### src/rtl/led_seq_pkg.sv
// Shared definitions for the LED pattern sequencer: FSM states, pattern modes,
// period lengths and the (mode, step) -> LED lookup.
package led_seq_pkg;

  typedef enum logic [1:0] {
    StIdle   = 2'd0,
    StRun    = 2'd1,
    StFinish = 2'd2
  } state_e;

  typedef enum logic [1:0] {
    ModeBlink  = 2'd0,
    ModeChase  = 2'd1,
    ModeBounce = 2'd2,
    ModeCount  = 2'd3
  } mode_e;

  localparam logic [4:0] PeriodBlink  = 5'd2;
  localparam logic [4:0] PeriodChase  = 5'd4;
  localparam logic [4:0] PeriodBounce = 5'd6;
  localparam logic [4:0] PeriodCount  = 5'd16;

  function automatic logic [4:0] period_len(input mode_e mode);
    logic [4:0] len;
    len = PeriodCount;
    unique case (mode)
      ModeBlink:  len = PeriodBlink;
      ModeChase:  len = PeriodChase;
      ModeBounce: len = PeriodBounce;
      ModeCount:  len = PeriodCount;
      default:    len = PeriodCount;
    endcase
    return len;
  endfunction

  function automatic logic [3:0] last_step(input mode_e mode);
    return 4'(period_len(mode) - 5'd1);
  endfunction

  function automatic logic [3:0] pattern(input mode_e mode, input logic [3:0] step);
    logic [3:0] pat;
    pat = '0;
    unique case (mode)
      ModeBlink:  pat = {4{step[0]}};
      ModeChase:  pat = 4'b0001 << step[1:0];
      ModeBounce: begin
        case (step)
          4'd0:    pat = 4'b0001;
          4'd1:    pat = 4'b0010;
          4'd2:    pat = 4'b0100;
          4'd3:    pat = 4'b1000;
          4'd4:    pat = 4'b0100;
          4'd5:    pat = 4'b0010;
          default: pat = 4'b0000;
        endcase
      end
      ModeCount:  pat = step;
      default:    pat = '0;
    endcase
    return pat;
  endfunction

endpackage

### src/rtl/tick_prescaler.sv
// Step-rate prescaler: counts 0..TICK_DIV-1 while enabled and flags the last count.
module tick_prescaler #(
  parameter int unsigned TICK_DIV = 6_250_000
) (
  input  logic clk,
  input  logic rst_n,
  input  logic en,
  input  logic clr,
  output logic tick
);

  localparam int unsigned CntW = $clog2(TICK_DIV);
  localparam logic [CntW-1:0] CntMax = CntW'(TICK_DIV - 1);

  logic [CntW-1:0] cnt_q;

  // Held at zero outside RUN so a fresh command always gets a full first step.
  always_ff @(posedge clk or negedge rst_n) begin
    if (!rst_n) begin
      cnt_q <= '0;
    end else if (clr || !en || (cnt_q == CntMax)) begin
      cnt_q <= '0;
    end else begin
      cnt_q <= cnt_q + CntW'(1);
    end
  end

  assign tick = en && !clr && (cnt_q == CntMax);

endmodule

### src/rtl/led_pattern_sequencer.sv
// Command-driven LED pattern sequencer: accepts one pattern command, plays it for
// the requested number of periods (or until abort), then pulses done.
module led_pattern_sequencer
  import led_seq_pkg::*;
#(
  parameter int unsigned TICK_DIV = 6_250_000,
  parameter int unsigned LED_W    = 4
) (
  input  logic             clk,
  input  logic             rst_n,
  input  logic             cmd_valid,
  output logic             cmd_ready,
  input  logic [1:0]       cmd_mode,
  input  logic [7:0]       cmd_reps,
  input  logic             abort,
  output logic             busy,
  output logic             done,
  output logic [LED_W-1:0] led
);

  state_e           state_q;
  mode_e            mode_q;
  logic [3:0]       step_q;
  logic [7:0]       rep_q;
  logic [LED_W-1:0] led_q;
  logic             done_q;
  logic             busy_q;
  logic             ready_q;

  logic tick;
  logic accept;
  logic period_end;
  logic last_period;

  assign accept      = cmd_valid && ready_q;
  assign period_end  = (step_q == last_step(mode_q));
  // rep_q of zero means continuous play, so only a count of one ends the run.
  assign last_period = (rep_q == 8'd1);

  tick_prescaler #(
    .TICK_DIV (TICK_DIV)
  ) u_prescaler (
    .clk   (clk),
    .rst_n (rst_n),
    .en    (state_q == StRun),
    .clr   (accept),
    .tick  (tick)
  );

  always_ff @(posedge clk or negedge rst_n) begin
    if (!rst_n) begin
      state_q <= StIdle;
      mode_q  <= ModeBlink;
      step_q  <= '0;
      rep_q   <= '0;
      led_q   <= '0;
      done_q  <= 1'b0;
      busy_q  <= 1'b0;
      ready_q <= 1'b1;
    end else begin
      done_q <= 1'b0;
      unique case (state_q)
        StIdle: begin
          if (accept) begin
            state_q <= StRun;
            mode_q  <= mode_e'(cmd_mode);
            step_q  <= '0;
            rep_q   <= cmd_reps;
            led_q   <= LED_W'(pattern(mode_e'(cmd_mode), 4'd0));
            busy_q  <= 1'b1;
            ready_q <= 1'b0;
          end
        end
        StRun: begin
          // Abort takes priority over a coincident tick: the step is not advanced.
          if (abort) begin
            state_q <= StFinish;
            done_q  <= 1'b1;
            led_q   <= '0;
          end else if (tick && period_end && last_period) begin
            state_q <= StFinish;
            done_q  <= 1'b1;
            led_q   <= '0;
            step_q  <= '0;
            rep_q   <= rep_q - 8'd1;
          end else if (tick && period_end) begin
            step_q <= '0;
            led_q  <= LED_W'(pattern(mode_q, 4'd0));
            if (rep_q != 8'd0) begin
              rep_q <= rep_q - 8'd1;
            end
          end else if (tick) begin
            step_q <= step_q + 4'd1;
            led_q  <= LED_W'(pattern(mode_q, step_q + 4'd1));
          end
        end
        StFinish: begin
          state_q <= StIdle;
          busy_q  <= 1'b0;
          ready_q <= 1'b1;
        end
        default: begin
          state_q <= StIdle;
          led_q   <= '0;
          busy_q  <= 1'b0;
          ready_q <= 1'b1;
        end
      endcase
    end
  end

  assign cmd_ready = ready_q;
  assign busy      = busy_q;
  assign done      = done_q;
  assign led       = led_q;

endmodule

### config.mk
export PLATFORM = sky130hd
export DESIGN_NAME = led_pattern_sequencer
export DESIGN_NICKNAME = d
export VERILOG_FILES = /design/src/rtl/led_seq_pkg.sv /design/src/rtl/tick_prescaler.sv /design/src/rtl/led_pattern_sequencer.sv
export SDC_FILE = /design/constraint.sdc
export NUM_CORES = 1
export LEC_CHECK = 0
export CORE_AREA = 4 4 65 82
export DETAILED_ROUTE_END_ITERATION = 6
export DIE_AREA = 0 0 69 86
export HOLD_SLACK_MARGIN = 0.02
export PLACE_DENSITY_LB_ADDON = 0.12
export SYNTH_ARGS = -nofsm -noshare
export SYNTH_HDL_FRONTEND = slang
export SYNTH_SLANG_ARGS = --single-unit
### constraint.sdc
create_clock -name clk -period 6.95 [get_ports clk]
set_input_delay 1.39 -clock clk [delete_from_list [all_inputs] [get_ports clk]]
set_output_delay 1.39 -clock clk [all_outputs]
set_load 0.005 [all_outputs]
# Yosys cells after proc, flatten, opt, wreduce, memory -nomap -nowiden
# Index checks and enable logic that the tools add are counted.
[word_totals]
reg_bits = 46
output_inout_bits = 7
in_bits = 14
[classes]
shifts = 1
bitwise_logic = 2
n_eq_ne = 23
n_mux = 35
n_addsub = 4
n_reduce_logical = 27
[ops]
columns = ["operator", "n"]
rows = [
  ["one-hot mux 4 bit (4 select lines)", 3],
  ["2-to-1 mux 4 bit", 10],
  ["2-to-1 mux 8 bit", 5],
  ["one-hot mux 4 bit (2 select lines)", 3],
  ["adder 23 x 1 -> 23 bit (second input constant)", 1],
  ["== test 23 bit (second input constant)", 1],
  ["2-to-1 mux 23 bit", 1],
  ["one-hot mux 8 bit (2 select lines)", 1],
  ["one-hot mux 4 bit (3 select lines)", 1],
  ["OR reduction 2 bit", 6],
  ["== test 2 bit (second input constant)", 5],
  ["inequality test 3 bit (second input constant)", 3],
  ["== test 4 x 2 -> 1 bit (second input constant)", 2],
  ["== test 4 x 3 -> 1 bit (second input constant)", 2],
  ["== test 8 x 1 -> 1 bit (second input constant)", 1],
  ["nonzero test 8 bit", 1],
  ["subtractor 8 x 1 -> 8 bit (second input constant)", 1],
  ["== test 2 x 1 -> 1 bit (second input constant)", 3],
  ["logical NOT 2 bit", 3],
  ["2-to-1 mux 2 bit", 3],
  ["AND reduction 2 bit", 3],
  ["logical AND 1 bit", 5],
  ["2-to-1 mux 1 bit", 5],
  ["inequality test 5 bit (second input constant)", 1],
  ["18 further kinds", 22],
]

# Longest topological paths before layout
[depth]
ltp_word = 10
mapped_depth = 9
depth_no_buf = 8

# Modules after synthesis
# From an unflattened synthesis, not the netlist that was laid out.
[unflattened]
cells_unflattened = 303
area_unflattened_um2 = 2862.7
[by_module_without_submodules]
columns = ["mod", "area_per_inst_um2", "instances", "cells_per_inst"]
rows = [
  ["led_pattern_sequencer", 1625.3, 1, 178],
  ["tick_prescaler", 1237.4, 1, 125],
]

# Worst setup path before layout
# No wires, ideal clock.
[synth_path]
path_kind = "in2reg"
from = "input cmd_valid"
to = "register step_q[3]"
path_stages = 7
t_required_ps = 6874
slack_ps = 4058
setup_time_ps = 76
path_buffers = 1
arrival_ps = 2816
cell_sequence = "and2_2 > nor4_1 > and4_1 > buf_4 > a21oi_2 > or4b_1 > o21ai_1"
[synth_via]
elab_chain_cells = 9
word_cells_on_any_way = 13
cone_classes = "eq/ne (2); mux (4); reduce/logical (7)"
[synth_rtl]
columns = ["element", "line_no", "text"]
rows = [
  ["start, declared", "led_pattern_sequencer.sv:11", "input logic cmd_valid,"],
  ["logical AND 1 bit (*)", "led_pattern_sequencer.sv:35", "assign accept = cmd_valid && ready_q;"],
  ["logical NOT 1 bit", "tick_prescaler.sv:28", "assign tick = en && !clr && (cnt_q == CntMax);"],
  ["logical AND 1 bit (2 in series)", "tick_prescaler.sv:28", ""],
  ["logical AND 1 bit", "led_pattern_sequencer.sv:80, led_pattern_sequencer.sv:86", ""],
  ["2-to-1 mux 4 bit / logical AND 1 bit (equally long branches)", "led_pattern_sequencer.sv:86, led_pattern_sequencer.sv:80", ""],
  ["2-to-1 mux 4 bit", "led_pattern_sequencer.sv:80", "end else if (tick && period_end && last_period) begin"],
  ["2-to-1 mux 4 bit", "led_pattern_sequencer.sv:76", "if (abort) begin"],
  ["one-hot mux 4 bit (2 select lines)", "led_pattern_sequencer.sv:62", "unique case (state_q)"],
  ["end signal, assigned", "led_pattern_sequencer.sv:93", "step_q <= step_q + 4'd1;"],
  ["end, declared", "led_pattern_sequencer.sv:23", "logic [3:0] step_q;"],
]
# Every way passes the cells marked *; elsewhere a longest branch is shown, timed or not. The select of a mux whose other input is x is not followed.
# A chain may end at the register's enable or synchronous reset.

# Worst setup path in the final report
[layout_path]
from = "input cmd_valid"
to = "register rep_q[4]"
[layout_via]
elab_chain_cells = 9
word_cells_on_any_way = 13
cone_classes = "eq/ne (3); mux (3); reduce/logical (7)"
[layout_rtl]
columns = ["element", "line_no", "text"]
rows = [
  ["logical AND 1 bit (*)", "led_pattern_sequencer.sv:35", ""],
  ["logical NOT 1 bit", "tick_prescaler.sv:28", ""],
  ["logical AND 1 bit (2 in series)", "tick_prescaler.sv:28", ""],
  ["logical AND 1 bit", "led_pattern_sequencer.sv:80, led_pattern_sequencer.sv:86", ""],
  ["logical AND 1 bit", "led_pattern_sequencer.sv:80", ""],
  ["2-to-1 mux 8 bit", "led_pattern_sequencer.sv:80", ""],
  ["2-to-1 mux 8 bit", "led_pattern_sequencer.sv:76", ""],
  ["one-hot mux 8 bit (2 select lines)", "led_pattern_sequencer.sv:62", ""],
  ["end signal, assigned", "led_pattern_sequencer.sv:68", "rep_q <= cmd_reps;"],
  ["end signal, assigned", "led_pattern_sequencer.sv:85", "rep_q <= rep_q - 8'd1;"],
  ["end signal, assigned", "led_pattern_sequencer.sv:90", "rep_q <= rep_q - 8'd1;"],
  ["end, declared", "led_pattern_sequencer.sv:24", "logic [7:0] rep_q;"],
]
# Marked as above.

==> impl_metrics.py <==
metrics = {
    "final_layout": {
        "syn2layout_area_growth_pct": 10.5,
        "drive_gt1_share_pct": 6.12,
        "multiInputGateArea_mm2": 0.00156,
        "ff_latch_area_mm2": 0.00115,
        "diodes": 0,
        "fillers": 401,
        "fin_area_mm2": 0.00313,
        "fin_util_pct": 67.6,
        "fin_nets": 353,
    },
    "hold_path": {
        "hold_path_depth": 1,
        "hold_path.class": "reg2reg",
        "hold_end": "u_prescaler.cnt_q[0]",
        "hold_path_startpoint": "u_prescaler.cnt_q[0]",
    },
    "clock_tree": {
        "cts_made_buffers": 5,
        "cts_setup_buffers": 0,
        "clk_path_buf_depth": 2,
        "cts_resized": 0,
        "clockRootBuffer": "clkbuf_8",
        "ctsHoldBuffers": 0,
        "tritoncts": "done",
        "clock_latency_ns": 0.31,
        "ctsHtreeMaxLevel": 2,
        "cts.clk_slew.worst_paths_ns": 0.10,
        "clock-sinks": 46,
    },
    "route": {
        "met1_length_um": 2490,
        "ant_nets": 0,
        "via_per_inst": 6.02,
        "wl_met3_um": 247,
        "routed.top_layer": "met4",
        "drt_iter0_markers": 154,
        "wl_met2_um": 3180,
        "wl_per_cell_um": 15.6,
        "vias": 2330,
        "routed_wl_um": 6050,
        "drc": 0,
        "dr.pass1.iters": 4,
    },
    "setup_path": {
        "cp_cell_sequence": "clkdlybuf4s50_1 -> and2_2 -> mux2i_1 -> a211o_1 -> or4b_1 -> o21ai_1 -> o32ai_1",
        "cp-startpoint": "cmd_valid",
        "worstSetupEndpointType": "flop",
        "cp_data_arrival_time_ns": 3.38,
        "reg2reg_to": "rep_q[4]",
        "r2r_cells": 6,
        "cp_slowest_cell": "or4b_1",
        "critPathLaunchType": "primary input",
        "critPathKind": "in2reg",
        "r2r_start": "state_q[1]",
        "worst_path_largest_cell_delay_ns": 0.55,
        "critPathMaxFanout": 15,
        "cp.required_ns": 7.11,
        "r2r_setup_slack_ns": 4.31,
        "crit_family": "simple AND/OR/NAND/NOR gates",
        "path_buf_inv": 1,
    },
    "flow_run": {
        "drv_cap": 0,
    },
    "sta": {
        "fin_tns_setup_ns": 0,
        "hold_violations": 0,
        "relSlewSlack_pct": 32.1,
        "fin_crit_ns": 3.22,
        "whs_ns": 0.494,
        "skew_ns": 0.0139,
        "fin_crit_sh_pct": 46.3,
        "drv_slew": 0,
        "rsz0062_at_grt": "false",
        "clock.fmax_ghz": 0.311,
        "max_slew.worst_pin.slew_ns": 1.02,
        "final-setup-viol-count": 0,
    },
    "yosys": {
        "post_synth_num_cell_types": 58,
        "syn_avg_cell_area_um2": 9.04,
        "ys.flop_type": "dfrtp_1",
        "synth_cells": 313,
        "synth-edff-count": 0,
        "syn_area_mm2": 0.00283,
        "post-synth-top-count-cell": "nor2_1",
        "yosysTopAreaCellShare_pct": 39.8,
        "yosys_warnings": 0,
        "synth_area_leaders": "dfrtp_1 40%, nor2_1 6.4%, ha_1 5.7%",
        "synth_top_area_cell": "dfrtp_1",
        "yosys-top-cells-count": "48 x nor2_1, 45 x dfrtp_1, 25 x nand2_1",
        "mappedNetlistNets": 340,
        "asyncSetResetFlopFracSynth_pct": 100,
        "ys_seq_elements": 46,
        "yosysSeqAreaShare_pct": 40.7,
    },
    "power": {
        "powerDensity_mw_per_mm2": 292,
        "ir_worst_vdd_uv": 158,
        "p_leak_nw": 1.27,
    },
    "global_route": {
        "antenna_found_initial": 0,
        "grt-ovfl-total": 0,
        "grt_usage_pct": 21.8,
        "grt_pass1_vias": 2363,
        "grt_max_degree": 47,
        "grt_pass1_wl_um": 10600,
    },
    "placed_design": {
        "gp_congestion": 0.848,
        "dpl.hpwl_um": 4330,
        "placed_area_mm2": 0.00303,
        "port_buffers": 20,
    },
    "run_status": {
        "outcome": "completed",
    },
    "floorplan": {
        "rows": 28,
        "core_area_mm2": 0.00462,
        "die-area_mm2": 0.00593,
        "io_pins": 21,
        "initial_core_util_pct": 61.2,
        "die_y_um": 86,
        "die_w_um": 69,
    },
}
worst max-delay path by stage:
stage | endpoint | slack [ns] | cells past startpoint
2_1_floorplan | step_q[3] | 4.06 | 7
3_3_place_gp | rep_q[4] | 3.45 | 7
3_5_place_dp | rep_q[4] | 3.40 | 7
4_1_cts | step_q[3] | 3.73 | 7
5_1_grt | step_q[3] | 3.56 | 7
6_report | rep_q[4] | 3.73 | 7
per-stage QoR:
step | setup slack (ns) | total power, W | cells
after floorplan | 4.06 | 0.000639 | 313
after global placement | 3.45 | 0.000723 | 379
after detailed placement | 3.40 | 0.000736 | 379
after CTS | 3.73 | 0.000914 | 387
after global routing | 3.56 | 0.000981 | 387
final | 3.73 | 0.000913 | 387
placed cells by master, fill, tap and decap left out, types with 7 or more instances in the layout:
master and instances:
nand2_1 25, dfrtp_1 45, o21ai_0 14, inv_1 12, nor2_1 48, xnor2_1 11, nand3_1 15, nand4_1 9
ha_1 13, clkdlybuf4s50_1 19, xor2_1 16, a21oi_1 7
per-layer routing:
layer,up-vias,track usage (%)
met5,-,0
li1,1147,-
met3,11,3.87
met2,54,38.5
met4,0,9.59
met1,1118,25.7
power by group:
| group | internal (W) | switching (W) |
|---|---|---|
| sequential | 0.000317 | 0.0000561 |
| clock | 0.0000820 | 0.0000989 |
| combinational | 0.000152 | 0.000207 |
| total | 0.000551 | 0.000362 |
cells by family (layout without fill, tap and decap cells):
group / after synthesis / after routing / synth area share, %
adders and majority gates: 13 / 13 / 5.75
buffers and inverters: 27 / 41 / 4.25
muxes: 2 / 2 / 0.708
and+or+nand+nor: 140 / 140 / 25.6
xor gates and xnor gates: 27 / 27 / 8.36
DFF: 46 / 46 / 40.7
AOI/OAI and AO/OA: 58 / 58 / 14.6
flip-flops by register name (all words and copies together), names as in the netlist:
| name | flops |
|---|---|
| rep_q | 8 |
| cmd_ready | 1 |
| done | 1 |
| step_q | 4 |
| u_prescaler.cnt_q | 23 |
| state_q | 2 |
| mode_q | 2 |
| busy | 1 |
| led | 4 |
cell type report:
type | instances | area share (%)
Multi-Input combinational cell | 240 | 49.8
Sequential cell | 46 | 36.9
Timing Repair Buffer | 20 | 6.24
Clock buffer | 6 | 2.64
Tap cell | 60 | 2.40
Inverter | 13 | 1.56
Clock inverter | 2 | 0.520
No activity file was read; power rests on OpenSTA's default activity.
